$ cat config.mk
export PLATFORM = sky130hd
export DESIGN_NAME = seq_divider
export DESIGN_NICKNAME = d
export VERILOG_FILES = /design/src/rtl/seq_divider.sv
export SDC_FILE = /design/constraint.sdc
export NUM_CORES = 1
export LEC_CHECK = 0
export BUFFER_PORTS_ARGS = -buffer_cell sky130_fd_sc_hd__buf_2
export CAP_MARGIN = 40
export CORE_MARGIN = 2
export CORE_UTILIZATION = 55
export CTS_BUF_LIST = sky130_fd_sc_hd__clkbuf_16
export CTS_CLUSTER_DIAMETER = 80
export DETAILED_ROUTE_END_ITERATION = 7
export PLACE_DENSITY = 0.75
export SYNTH_ARGS = -nofsm -noshare
export SYNTH_HDL_FRONTEND = slang
export SYNTH_SLANG_ARGS = --single-unit
$ cat constraint.sdc
create_clock -name clk -period 5.6 [get_ports clk]
set_input_delay 0.56 -clock clk [delete_from_list [all_inputs] [get_ports clk]]
set_output_delay 0.56 -clock clk [all_outputs]
set_load 0.02 [all_outputs]
$ cat src/rtl/seq_divider.sv
// Multi-cycle restoring divider, one quotient bit per clock, signed/unsigned operands
// with divide-by-zero and signed-overflow flags behind a start/done handshake.
module seq_divider #(
   parameter int WIDTH = 32
) (
   input  logic             clk,
   input  logic             rst_n,
   input  logic             start,
   input  logic             is_signed,
   input  logic [WIDTH-1:0] dividend,
   input  logic [WIDTH-1:0] divisor,
   output logic             busy,
   output logic             done,
   output logic [WIDTH-1:0] quotient,
   output logic [WIDTH-1:0] remainder,
   output logic             div_by_zero,
   output logic             of
);

   localparam int CW = $clog2(WIDTH);
   localparam logic [CW-1:0]    CNT_ONE = CW'(1);
   localparam logic [CW-1:0]    CNT_TOP = CW'(WIDTH - 1);
   localparam logic [WIDTH-1:0] ONE_W   = WIDTH'(1);
   localparam logic [WIDTH-1:0] MIN_INT = {1'b1, {(WIDTH-1){1'b0}}};

   typedef enum logic [1:0] {
      IDLE = 2'd0,
      RUN  = 2'd1,
      DONE = 2'd2
   } state_t;

   state_t           state_r;
   state_t           state_s;
   logic [CW-1:0]    cnt_r;
   logic [WIDTH-1:0] p_r;
   logic [WIDTH-1:0] q_r;
   logic [WIDTH-1:0] dmag_r;
   logic             neg_q_r;
   logic             neg_r_r;
   logic             ovf_r;

   logic             accept_s;
   logic             zero_div_s;
   logic [WIDTH:0]   pw_s;
   logic [WIDTH+1:0] trial_s;
   logic             borrow_s;
   logic [WIDTH-1:0] p_next_s;
   logic [WIDTH-1:0] q_next_s;

   function automatic logic [WIDTH-1:0] magnitude(input logic [WIDTH-1:0] v, input logic sgn);
      magnitude = (sgn && v[WIDTH-1]) ? (~v + ONE_W) : v;
   endfunction

   function automatic logic [WIDTH-1:0] apply_sign(input logic [WIDTH-1:0] v, input logic neg);
      apply_sign = neg ? (~v + ONE_W) : v;
   endfunction

   // Next-state decode and start acceptance.
   always_comb begin
      state_s    = state_r;
      accept_s   = 1'b0;
      zero_div_s = (divisor == {WIDTH{1'b0}});
      case (state_r)
         IDLE, DONE: begin
            if (start) begin
               accept_s = 1'b1;
               state_s  = zero_div_s ? DONE : RUN;
            end else begin
               state_s = IDLE;
            end
         end
         RUN: begin
            if (cnt_r == {CW{1'b0}}) begin
               state_s = DONE;
            end else begin
               state_s = RUN;
            end
         end
         default: state_s = IDLE;
      endcase
   end

   // One restoring step; the shifted remainder keeps its top bit so large unsigned divisors work.
   always_comb begin
      pw_s     = {p_r, q_r[WIDTH-1]};
      trial_s  = {1'b0, pw_s} - {2'b00, dmag_r};
      // pw < 2*|divisor|, so bit WIDTH of a non-borrowing difference is always zero
      borrow_s = trial_s[WIDTH+1] | trial_s[WIDTH];
      if (borrow_s) begin
         p_next_s = pw_s[WIDTH-1:0];
      end else begin
         p_next_s = trial_s[WIDTH-1:0];
      end
      q_next_s = {q_r[WIDTH-2:0], ~borrow_s};
   end

   // State register.
   always_ff @(posedge clk or negedge rst_n) begin
      if (!rst_n) begin
         state_r <= IDLE;
      end else begin
         state_r <= state_s;
      end
   end

   // Operand capture and iteration registers.
   always_ff @(posedge clk or negedge rst_n) begin
      if (!rst_n) begin
         cnt_r   <= {CW{1'b0}};
         p_r     <= {WIDTH{1'b0}};
         q_r     <= {WIDTH{1'b0}};
         dmag_r  <= {WIDTH{1'b0}};
         neg_q_r <= 1'b0;
         neg_r_r <= 1'b0;
         ovf_r   <= 1'b0;
      end else if (accept_s) begin
         cnt_r   <= CNT_TOP;
         p_r     <= {WIDTH{1'b0}};
         q_r     <= magnitude(dividend, is_signed);
         dmag_r  <= magnitude(divisor, is_signed);
         neg_q_r <= is_signed & (dividend[WIDTH-1] ^ divisor[WIDTH-1]);
         neg_r_r <= is_signed & dividend[WIDTH-1];
         ovf_r   <= is_signed && (dividend == MIN_INT) && (divisor == {WIDTH{1'b1}});
      end else if (state_r == RUN) begin
         cnt_r <= cnt_r - CNT_ONE;
         p_r   <= p_next_s;
         q_r   <= q_next_s;
      end
   end

   // Registered handshake and result outputs.
   always_ff @(posedge clk or negedge rst_n) begin
      if (!rst_n) begin
         busy        <= 1'b0;
         done        <= 1'b0;
         quotient    <= {WIDTH{1'b0}};
         remainder   <= {WIDTH{1'b0}};
         div_by_zero <= 1'b0;
         of          <= 1'b0;
      end else begin
         busy <= (state_s == RUN);
         done <= (state_r == DONE);
         if (accept_s && zero_div_s) begin
            quotient    <= {WIDTH{1'b1}};
            remainder   <= dividend;
            div_by_zero <= 1'b1;
            of          <= 1'b0;
         end else if (accept_s) begin
            div_by_zero <= 1'b0;
            of          <= 1'b0;
         end else if ((state_r == RUN) && (cnt_r == {CW{1'b0}})) begin
            quotient    <= apply_sign(q_next_s, neg_q_r);
            remainder   <= apply_sign(p_next_s, neg_r_r);
            div_by_zero <= 1'b0;
            of          <= ovf_r;
         end
      end
   end

endmodule

==> metrics.txt <==
status=completed; internal power=4.924 mW; RSZ-0062 raised after global routing=false; sequential share of power=23.8%; IO Count=136; net count after synthesis=1611; Post-synth EDFFs=0; total number of vias=11.68k; metal2 WL=16350 um; Setup CP Type=register to register; final setup fails=0; Final Slew Violations=0; H-tree depth=4; antenna violations before repair=0; internal reg-to-reg setup slack=0.42 ns; CP max-delay cell=a2111oi_4; WP buf/inv=2; Least-Margin Pin Slew=0.9112 ns; Root Buffer Master=clkbuf_16; register bit total from synthesis=174; GPL Wtd Cong=0.9826; worst-path cell chain=inv_1 -> ha_1 -> fa_1 -> and2b_1 -> o2111ai_2 -> a2111oi_4 -> o21ai_2 -> a211oi_2 -> and2_4 -> inv_4 -> a21oi_1 -> ha_1 -> nand3b_1 -> nor4b_4 -> a31oi_1 -> a2111oi_4 -> a31oi_1 -> xnor2_1 -> a221oi_1; reg-to-reg critical path startpoint=q_r[31]; pin count of the biggest net entering global routing=65; PwrDens=734.9 nW/um^2; crit start category=register; pre-CTS WS=0.3284 ns; Max FO, Critical Path=16; Vias per Instance=6.188; slowest stage delay, CP=0.48 ns; register area share after synthesis=34.97%; # diodes=0; Die Y=154.5 um; synth warn=0; Iter 0 DRT Violations=902; Clk pwr share=11.7%; number of remaining DRC errors=0; Skew-Pair Late Insertion Delay=0.44 ns; post-route insts no fill=1888; cts bufs inserted=17; post-synthesis to final-layout area growth=11.65%; Rel. slew slack=39.26%; Mapped Area=12450 um^2; R2R cell count=19; Max-Cap Viols=0; deepest clock path buffer count=2; first-pass GRT wire length=56760 um; Setup TNS Final=0 ns; Async S/R FF share, synth=100.0%; Die Wd=154.5 um; Netlist cell types=81; clk_skew=0.01882 ns; Mapped Avg Cell Area=8.278 um^2; All-Layer GR Usage=29.72%; met3 wire len=2167 um; IO buf count=135; Leak Pwr=5.855 nW; layout cells sized above 1=13.91%; final hold violations=0; total wire length=35740 um; DRT met1 WL=16160 um; Starting Density=55.50%; delay-heaviest family, CP=compound AO/OA/AOI/OAI gates; max layer used=met4; Most used DFF post-synth=dfrtp_1; VDD IR max=0.5274 mV; Avg WL per Cell=18.93 um; Critical Path AT=5.51 ns; nets@finish=1697; combinational share of power=64.6%; gr ovfl total=0; minimum clock period=5.181 ns; Die ar.=23860 um^2; router iterations before antenna repair=8; CTS tree=yes; Clock Sinks=174; vias in the first global route=10.79k; required time of the worst setup path=5.93 ns; fmax=0.1930 GHz; Mapped Cells=1504; Switch Pwr=5.292 mW; period utilization=92.52%; R2R Path End=remainder[28]; Post-DP HPWL=27230 um; post-route ant nets=0; min-delay worst type=input pin to async pin; Sw Ratio=51.80%; final worst slack=0.4187 ns; FP Rows=55; Reg clk slew, reported paths=0.08 ns; CP Capture Type=register; core box area=22430 um^2; Inst Count DP=1856
[placed cells by master, fill, tap and decap left out, types with 25 or more instances in the layout]
master	Yosys	final
buf_2	15	135
a21oi_1	126	126
nand2_1	166	166
ha_1	38	38
o31ai_1	25	25
nand4_1	26	26
xnor2_1	74	74
o21ai_0	148	148
dfrtp_1	174	174
inv_1	53	53
a22oi_1	56	56
xor2_1	71	71
nor3_1	58	57
nor2_1	97	95
[area by class of cell]
class / instances / area [um^2]
clock inverters: 15 / 171.4
inverters: 55 / 209.0
repair buffers: 157 / 844.6
flip-flops and latches: 174 / 4354
fillers: 2021 / 8533
well taps: 285 / 356.6
clock buffers: 17 / 425.4
multi-input cells: 1185 / 7540
[worst max path at each step]
stage          cells after the start  slack, ns            end     from
3_5_place_dp                      19       0.33  remainder[28]  q_r[31]
6_report                          19       0.42  remainder[28]  q_r[31]
5_1_grt                           19       0.04  remainder[28]  q_r[31]
3_3_place_gp                      19       0.53  remainder[24]  q_r[31]
2_1_floorplan                     23       0.42  remainder[24]  q_r[31]
4_1_cts                           19       0.28  remainder[28]  q_r[31]
[power groups by stage]
stage | sequential (mW) | clock (mW) | combinational (mW)
finish | 2.43 | 1.19 | 6.60
global route | 2.50 | 1.26 | 7.25
CTS | 2.41 | 1.21 | 6.48
detailed placement | 2.43 | 0 | 6.45
global placement | 2.41 | 0 | 6.41
floorplan | 2.54 | 0 | 4.73
[synthesized netlist by cell type, types with 7 or more instances]
cell type / count / area (um^2)
nand2_1: 166 / 623.1
and3_1: 11 / 68.82
a22o_1: 7 / 61.31
nor2_1: 97 / 364.1
inv_1: 53 / 198.9
o21ai_0: 148 / 740.7
o21a_1: 14 / 105.1
dfrtp_1: 174 / 4354
o22ai_1: 10 / 62.56
xnor2_1: 74 / 648.1
buf_2: 15 / 75.07
o21ai_1: 23 / 115.1
mux2i_1: 19 / 190.2
nor3_1: 58 / 290.3
o31ai_1: 25 / 187.7
o31a_1: 8 / 70.07
nand2b_1: 12 / 75.07
clkbuf_1: 64 / 240.2
o41ai_1: 9 / 78.83
a31oi_1: 10 / 62.56
xor2_1: 71 / 621.9
a22oi_1: 56 / 420.4
nor4_1: 14 / 87.58
or4_1: 15 / 112.6
ha_1: 38 / 475.5
or3_1: 18 / 112.6
nor2b_1: 7 / 43.79
nand4_1: 26 / 162.7
a21o_1: 10 / 75.07
nand3_1: 21 / 105.1
a21oi_1: 126 / 630.6
[flip-flops by register name, indices dropped and copies added (netlist names)]
signal and cells:
busy 1, cnt_r 5, div_by_zero 1, dmag_r 32, done 1, neg_q_r 1, neg_r_r 1, of 1
ovf_r 1, p_r 32, q_r 32, quotient 32, remainder 32, state_r 2
[repair_timing]
action                     in CTS  in global routing
buffers inserted                0                  0
setup endpoints to repair       0                  2
hold buffers                    0                  0
gates resized for setup         0                  3
[metal layers]
metal	vias to the layer above	track usage [%]
met3	70	4.147
li1	5634	-
met5	-	0
met1	5536	41.44
met2	442	48.19
met4	0	9.347
[kinds of logic (layout without fill, tap and decap cells)]
| group | count (synthesis) | after routing | synth area share [%] |
|---|---|---|---|
| mux | 23 | 23 | 1.889 |
| xor+xnor | 145 | 145 | 10.20 |
| simple gates | 475 | 475 | 18.62 |
| buf+inv | 145 | 244 | 4.844 |
| fa+ha+maj | 39 | 39 | 3.980 |
| compound gates | 503 | 503 | 25.49 |
| flops | 174 | 174 | 34.97 |
[stage by stage]
step	hold slack (ns)	util (%)	power (mW)	cell area, um^2
floorplan	0.2644	-	7.275	12450
global placement	0.4606	59.19	8.820	13280
detailed placement	0.4710	59.21	8.884	13280
CTS	0.08086	61.87	10.10	13880
global route	0.1012	61.96	11.01	13900
finish	0.06891	61.96	10.22	13900
Note: power is estimated with default switching activity, not from simulation.
